$ cat config.mk
export PLATFORM = sky130hd
export DESIGN_NAME = seq_detect_param_flat
export DESIGN_NICKNAME = d
export VERILOG_FILES = /design/src/rtl/seq_detect_param_if.sv /design/src/rtl/seq_detect_param.sv /design/src/flat_wrapper.sv
export SDC_FILE = /design/constraint.sdc
export NUM_CORES = 1
export LEC_CHECK = 0
export BUFFER_PORTS_ARGS = -buffer_cell sky130_fd_sc_hd__clkbuf_2
export CORE_UTILIZATION = 30
export DETAILED_ROUTE_END_ITERATION = 8
export PLACE_DENSITY_LB_ADDON = 0.3
export SYNTH_ARGS = -nofsm -noshare
export SYNTH_HDL_FRONTEND = slang
export SYNTH_SLANG_ARGS = --single-unit
export TNS_END_PERCENT = 10
$ cat constraint.sdc
create_clock -name CLK -period 2.8 [get_ports CLK]
set_input_delay 0.14 -clock CLK [delete_from_list [all_inputs] [get_ports CLK]]
set_output_delay 0.14 -clock CLK [all_outputs]
set_load 0.02 [all_outputs]
$ cat src/rtl/seq_detect_param_if.sv
// seq_detect_param_if
//   Bundles the serial-detector control and status signals so that the
//   detector and whatever drives it share one connection.
//   master : sample enable, serial bit, pattern reload, counter clear (out);
//            match pulse and match count (in)
//   slave  : the detector side of the same signals
interface seq_detect_param_if #(
  parameter int PAT_LEN = 4,
  parameter int CNT_W   = 8
);
  logic               En;
  logic               In1;
  logic               Pat_Load;
  logic [PAT_LEN-1:0] Pat_In;
  logic               Cnt_Clr;
  logic               Out1;
  logic [CNT_W-1:0]   Match_Count;

  modport master (
    output En, In1, Pat_Load, Pat_In, Cnt_Clr,
    input  Out1, Match_Count
  );

  modport slave (
    input  En, In1, Pat_Load, Pat_In, Cnt_Clr,
    output Out1, Match_Count
  );
endinterface

$ cat src/rtl/seq_detect_param.sv
// seq_detect_param
//   Serial pattern detector. Shifts in one bit per enabled clock, compares
//   the most recent PAT_LEN bits with a runtime-loadable pattern and emits a
//   registered one-cycle pulse per match. A saturating counter tallies
//   matches.
//   CLK : clock, rising edge
//   RST : synchronous active-high reset
//   bus : En / In1 / Pat_Load / Pat_In / Cnt_Clr in, Out1 / Match_Count out
//   Parameters: PAT_LEN (2..32), PATTERN (reset pattern, MSB oldest),
//               OVERLAP (1 = overlapping matches), CNT_W (counter width)
module seq_detect_param #(
  parameter int                 PAT_LEN = 4,
  parameter logic [PAT_LEN-1:0] PATTERN = 4'b1011,
  parameter bit                 OVERLAP = 1'b1,
  parameter int                 CNT_W   = 8
) (
  input logic                CLK,
  input logic                RST,
  seq_detect_param_if.slave  bus
);

  localparam int                FILL_W = $clog2(PAT_LEN + 1);
  localparam logic [FILL_W-1:0] FULL   = FILL_W'(PAT_LEN);

  logic [PAT_LEN-1:0] pat_q;
  // Only the newest PAT_LEN-1 bits are kept: the oldest bit of the window
  // falls out on the very shift that brings in the bit being compared.
  logic [PAT_LEN-2:0] hist_q;
  logic [FILL_W-1:0]  fill_q;
  logic               out_q;
  logic [CNT_W-1:0]   cnt_q;

  logic [PAT_LEN-1:0] hist_n;
  logic [FILL_W-1:0]  fill_n;
  logic               match;

  always_comb begin
    hist_n = {hist_q, bus.In1};
    fill_n = (fill_q == FULL) ? fill_q : fill_q + FILL_W'(1);
    // A reload takes priority over sampling, so it suppresses any match.
    match  = bus.En && !bus.Pat_Load && (fill_n == FULL) && (hist_n == pat_q);
  end

  always_ff @(posedge CLK) begin
    if (RST) begin
      pat_q  <= PATTERN;
      hist_q <= '0;
      fill_q <= '0;
      out_q  <= 1'b0;
      cnt_q  <= '0;
    end else begin
      if (bus.Pat_Load) begin
        pat_q  <= bus.Pat_In;
        fill_q <= '0;
        out_q  <= 1'b0;
      end else if (bus.En) begin
        hist_q <= hist_n[PAT_LEN-2:0];
        out_q  <= match;
        fill_q <= (match && (OVERLAP == 1'b0)) ? '0 : fill_n;
      end else begin
        out_q  <= 1'b0;
      end

      if (bus.Cnt_Clr) begin
        cnt_q <= '0;
      end else if (match && (cnt_q != '1)) begin
        cnt_q <= cnt_q + CNT_W'(1);
      end
    end
  end

  assign bus.Out1        = out_q;
  assign bus.Match_Count = cnt_q;

endmodule

$ cat src/flat_wrapper.sv
// flat-port wrapper written by rule: the top's interface ports become plain ports
module seq_detect_param_flat 
#(
  parameter int                 PAT_LEN = 4,
  parameter logic [PAT_LEN-1:0] PATTERN = 4'b1011,
  parameter bit                 OVERLAP = 1'b1,
  parameter int                 CNT_W   = 8
)
  (CLK, RST, bus_En, bus_In1, bus_Pat_Load, bus_Pat_In, bus_Cnt_Clr, bus_Out1, bus_Match_Count);
  seq_detect_param_if #(.PAT_LEN(PAT_LEN), .CNT_W(CNT_W)) bus_i ();
  input logic CLK;
  input logic RST;
  input wire logic [$bits(bus_i.En)-1:0] bus_En;
  input wire logic [$bits(bus_i.In1)-1:0] bus_In1;
  input wire logic [$bits(bus_i.Pat_Load)-1:0] bus_Pat_Load;
  input wire logic [$bits(bus_i.Pat_In)-1:0] bus_Pat_In;
  input wire logic [$bits(bus_i.Cnt_Clr)-1:0] bus_Cnt_Clr;
  output wire logic [$bits(bus_i.Out1)-1:0] bus_Out1;
  output wire logic [$bits(bus_i.Match_Count)-1:0] bus_Match_Count;
  assign bus_i.En = bus_En;
  assign bus_i.In1 = bus_In1;
  assign bus_i.Pat_Load = bus_Pat_Load;
  assign bus_i.Pat_In = bus_Pat_In;
  assign bus_i.Cnt_Clr = bus_Cnt_Clr;
  assign bus_Out1 = bus_i.Out1;
  assign bus_Match_Count = bus_i.Match_Count;
  seq_detect_param #(.PAT_LEN(PAT_LEN), .PATTERN(PATTERN), .OVERLAP(OVERLAP), .CNT_W(CNT_W)) u_core (.CLK(CLK), .RST(RST), .bus(bus_i));
endmodule
# Yosys cells after proc, flatten, opt, wreduce, memory -nomap -nowiden
# Cells that the tools add are included.
dict set report word_totals {
  ff_bits 19
  inputBits 10
  out_inout_bits 9
}
dict set report op_classes {
  addsub 2
  n_eq_ne 4
  n_mux 1
  bitwise_logic 2
  reduce_logical 9
}
# operator n
set op_table {}
lappend op_table {{$add A8 B1 Y8 const B} 1}
lappend op_table {{$ne A8 B8 Y1 const B} 1}
lappend op_table {{$eq A3 B3 Y1 const B} 2}
lappend op_table {{$eq A4 B4 Y1} 1}
lappend op_table {{$logic_and A1 B1 Y1} 4}
lappend op_table {{$reduce_or A2 Y1} 2}
lappend op_table {{$add A3 B1 Y3 const B} 1}
lappend op_table {{$mux W3} 1}
lappend op_table {{$reduce_or A3 Y1} 1}
lappend op_table {{$not A1 Y1} 2}
lappend op_table {{$reduce_and A2 Y1} 1}
lappend op_table {{$logic_not A1 Y1} 1}

# Longest topological paths before layout
dict set report depth {
  word_depth 6
  ltp_mapped 8
  depth_no_buf 7
}

# Worst setup path before layout
# Ideal clock, no wire load.
dict set report synth_path {
  path_kind {register -> register}
  startpoint {register u_core.fill_q[0]}
  endpoint {register u_core.cnt_q[4] (netlist: u_core.bus.Match_Count[4])}
  arrival_time_ns 2.266
  t_required_ns 2.730
  path_slack_ns 0.464
  stages_incl_launch_ff 9
  n_path_buf 1
  period_less_slack_ns 2.336
  path_cell_list {dfxtp_1 -> inv_1 -> ha_1 -> and2b_1 -> a2111o_1 -> or4_1 -> buf_2 -> or3_1 -> a21oi_1}
}
dict set report synth_via {
  elab_chain_cells 6
  elab_cells_between_ends 7
}
# element line_no
set synth_lines {}
lappend synth_lines {{start, declared} seq_detect_param.sv:29} ;# logic [FILL_W-1:0] fill_q;
lappend synth_lines {{start signal, assigned} seq_detect_param.sv:59} ;# fill_q <= (match && (OVERLAP == 1'b0)) ? '0 : fill_n;
lappend synth_lines {{$add A3 B1 Y3 or $eq A3 B3 Y1 (tied branches)} seq_detect_param.sv:39} ;# fill_n = (fill_q == FULL) ? fill_q : fill_q + FILL_W'(1);
lappend synth_lines {{$mux W3 (*)} seq_detect_param.sv:39}
lappend synth_lines {{$eq A3 B3 Y1 (*)} seq_detect_param.sv:41} ;# match = bus.En && !bus.Pat_Load && (fill_n == FULL) && (hist_n == pat_q);
lappend synth_lines {{$logic_and A1 B1 Y1 (*) (2 in series)} seq_detect_param.sv:41}
lappend synth_lines {{$logic_and A1 B1 Y1 (*)} seq_detect_param.sv:66} ;# end else if (match && (cnt_q != '1)) begin
lappend synth_lines {{end signal, assigned} seq_detect_param.sv:67} ;# cnt_q <= cnt_q + CNT_W'(1);
lappend synth_lines {{end, declared} seq_detect_param.sv:31} ;# logic [CNT_W-1:0] cnt_q;
# Every way passes the cells marked *; elsewhere a longest branch is shown, timed or not.
# A chain may end at the register's enable or synchronous reset.

# Worst setup path in the final report
# Same ends and word-level chain as after synthesis.

==> results.sh <==
export IMPL_synth_ff_type="dfxtp_1"
export IMPL_detail_route_antenna_nets=0
export IMPL_synthTopCellsByArea="dfxtp_1 42%, mux2i_1 6.7%, xnor2_1 5.9%"
export IMPL_hpwlAfterDp_mm=1.26
export IMPL_overflow=0
export IMPL_power_leakage_nw=0.418
export IMPL_post_cts_buffers=0
export IMPL_critPathLaunchType="flop"
export IMPL_critPathMaxFanout=8
export IMPL_num_vias=767
export IMPL_syn_inst=100
export IMPL_place_gp_congestion=0.812
export IMPL_synth_yosys_seq_area_share=0.424
export IMPL_min_period_ns=2.50
export IMPL_routed_wl_mm=1.67
export IMPL_skew_ns=0.00738
export IMPL_htreeDepth=1
export IMPL_rrSetupSlack_ns=0.30
export IMPL_grt_pass1_vias=686
export IMPL_path_class="flop to flop"
export IMPL_synthDominantCellAreaShare=0.424
export IMPL_required_ns=3.03
export IMPL_min_period_over_period=0.892
export IMPL_clock_power_share=0.306
export IMPL_synth_cell_types=31
export IMPL_maxSlewHeadroom=0.750
export IMPL_cts_clk_slew_worst_paths_ns=0.12
export IMPL_yosys_warnings=0
export IMPL_synth_commonest_cells="19 x dfxtp_1, 7 x a21oi_1, 7 x nand3_1, 7 x nor2_1"
export IMPL_clk_latency_ns=0.30
export IMPL_whs_endpoint="u_core.pat_q[3]"
export IMPL_grt_pass1_wl_mm=2.79
export IMPL_nets=133
export IMPL_dp_cells=146
export IMPL_hold_buffers=0
export IMPL_io_buffers=18
export IMPL_drc=2
export IMPL_combPwrFrac=0.083
export IMPL_clockBufferDepth=2
export IMPL_numClockSinks=19
export IMPL_min_path_type="primary input to flop"
export IMPL_finalSetupViolations=0
export IMPL_reg2regPathDepth=7
export IMPL_pwr_share_seq=0.611
export IMPL_power_switching_mw=0.110
export IMPL_drt_iter0_markers=18
export IMPL_hp_start="bus_Pat_In[3]"
export IMPL_synth_edf_count=0
export IMPL_root_buffer="clkbuf_4"
export IMPL_synth_most_common_cell="dfxtp_1"
export IMPL_cts_tree="built"
export IMPL_io_pins=19
export IMPL_wire_per_inst_um=11.1
export IMPL_hold_viol=0
export IMPL_first_pass_iters=6
export IMPL_clock_fmax_mhz=400
export IMPL_switching_share=0.241
export IMPL_drive_above_1_share=0.218
export IMPL_die_y_um=56.7
export IMPL_status="complete, but fails checks"
export IMPL_cts_made_buffers=3
export IMPL_ir_drop_mv=0.220
export IMPL_regToRegStartpoint="u_core.fill_q[0]"
export IMPL_timing_final_max_slew_violations=0
export IMPL_totalPowerFinal_mw=0.459
export IMPL_grt_use_total=0.113
export IMPL_critical_path_arrival_ns=2.72
export IMPL_ys_async_sr_fraction=0
export IMPL_viasPerCell=5.11
export IMPL_coreArea_um2=2810
export IMPL_rsz0062_at_grt="no"
export IMPL_dieWidth_um=56.7
export IMPL_p_per_area_nw_per_um2=439
export IMPL_synth_area_um2=897
export IMPL_syn_nets=113
export IMPL_p_int_mw=0.348
export IMPL_end_kind="flop"
export IMPL_grt_max_degree=13
export IMPL_antenna_found_initial=0
export IMPL_syn2layout_area_growth_pct=16.5
export IMPL_synth_ff_latch_count=19
export IMPL_tightestPinTransition_ns=0.372
export IMPL_dieArea_um2=3210
export IMPL_avgSynthCellArea_um2=8.97
export IMPL_fp_row_count=19
export IMPL_r2r_end="u_core.bus.Match_Count[4]"
export IMPL_diodes=0
export IMPL_holdPathStages=2
export IMPL_violations="DRC"
export IMPL_cts_resized=0
export IMPL_setup_tns_ns=0
export IMPL_fin_cells=150
export IMPL_synth_top_area_cell="dfxtp_1"
export IMPL_cap_violations=0
export IMPL_initial_utilization=0.320
power groups by stage:
stage	logic, mW	registers (mW)	clock network (mW)
after floorplan	0.0270	0.285	0
after global placement	0.0380	0.286	0
after detailed placement	0.0385	0.286	0
after CTS	0.0387	0.280	0.151
after global routing	0.0422	0.281	0.158
final	0.0383	0.280	0.140
layer usage:
layer / routed length [um] / part of all wire / vias to the layer above / global-route usage
li1: - / - / 392 / -
met1: 772 / 0.46 / 349 / 0.140
met2: 790 / 0.47 / 24 / 0.168
met3: 87 / 0.052 / 2 / 0.0300
met4: 17 / 0.010 / 0 / 0.0821
met5: 0 / 0 / - / 0
cells in the final DEF (no fill, tap or decap), types with 3 or more instances in the layout:
master and instances:
dfxtp_1 19, clkbuf_2 18, nand3_1 7, a21oi_1 7, nor2_1 7, xnor2_1 6
mux2i_1 6, inv_1 4, nand2_1 4, nor4_1 4, o21ai_0 4, nor2b_1 3
a211o_1 3, or3_1 3, ha_1 3, clkbuf_4 3
worst max-delay path: stages, from the launching register on:
cell and delay, ns:
dfxtp_1 0.33, inv_1 0.12, ha_1 0.17, and2b_1 0.19, a2111o_1 0.45, or4_1 0.63, or3_1 0.38, a21oi_1 0.15
registers in the layout (all words and copies together) (netlist names):
signal,flops
u_core.bus.Match_Count,8
u_core.pat_q,4
u_core.fill_q,3
u_core.hist_q,3
u_core.bus.Out1,1
area by class of cell:
class                           instances  area, um2
Sequential cell                        19        380
Clock inverter                          1       5.00
Clock buffer                            3       22.5
Multi-Input combinational cell         73        485
Timing Repair Buffer                   19       97.6
Inverter                                4       15.0
Tap cell                               31       38.8
Fill cell                             284       1760
per-stage QoR:
stage | area, um2 | hold slack [ns] | worst slack [ns] | util
2_1_floorplan | 897 | 0.239 | 0.464 | -
5_1_grt | 1040 | 0.0240 | 0.120 | 0.372
4_1_cts | 1040 | 0.0176 | 0.288 | 0.372
3_5_place_dp | 1020 | 0.346 | 0.325 | 0.363
3_3_place_gp | 1020 | 0.348 | 0.418 | 0.363
6_report | 1040 | 0.0325 | 0.303 | 0.372
worst max path at each step:
stage                startpoint                   endpoint  slack, ns  cells past startpoint
2_1_floorplan  u_core.fill_q[0]  u_core.bus.Match_Count[4]       0.46                      8
3_3_place_gp   u_core.fill_q[0]  u_core.bus.Match_Count[7]       0.42                      7
4_1_cts        u_core.fill_q[0]  u_core.bus.Match_Count[4]       0.29                      7
5_1_grt        u_core.fill_q[0]  u_core.bus.Match_Count[4]       0.12                      7
3_5_place_dp   u_core.fill_q[0]  u_core.bus.Match_Count[4]       0.32                      7
6_report       u_core.fill_q[0]  u_core.bus.Match_Count[4]       0.30                      7
kinds of logic (layout without fill, tap and decap cells):
kind of cell | count (synthesis) | in the layout | share of synthesized area
AOI/OAI and AO/OA | 17 | 17 | 0.120
and+or+nand+nor | 40 | 40 | 0.244
DFF | 19 | 19 | 0.424
muxes | 6 | 6 | 0.0669
buffers and inverters | 8 | 27 | 0.0349
adders and majority gates | 3 | 3 | 0.0418
xor gates and xnor gates | 7 | 7 | 0.0683
(Power assumes the default switching activity.)
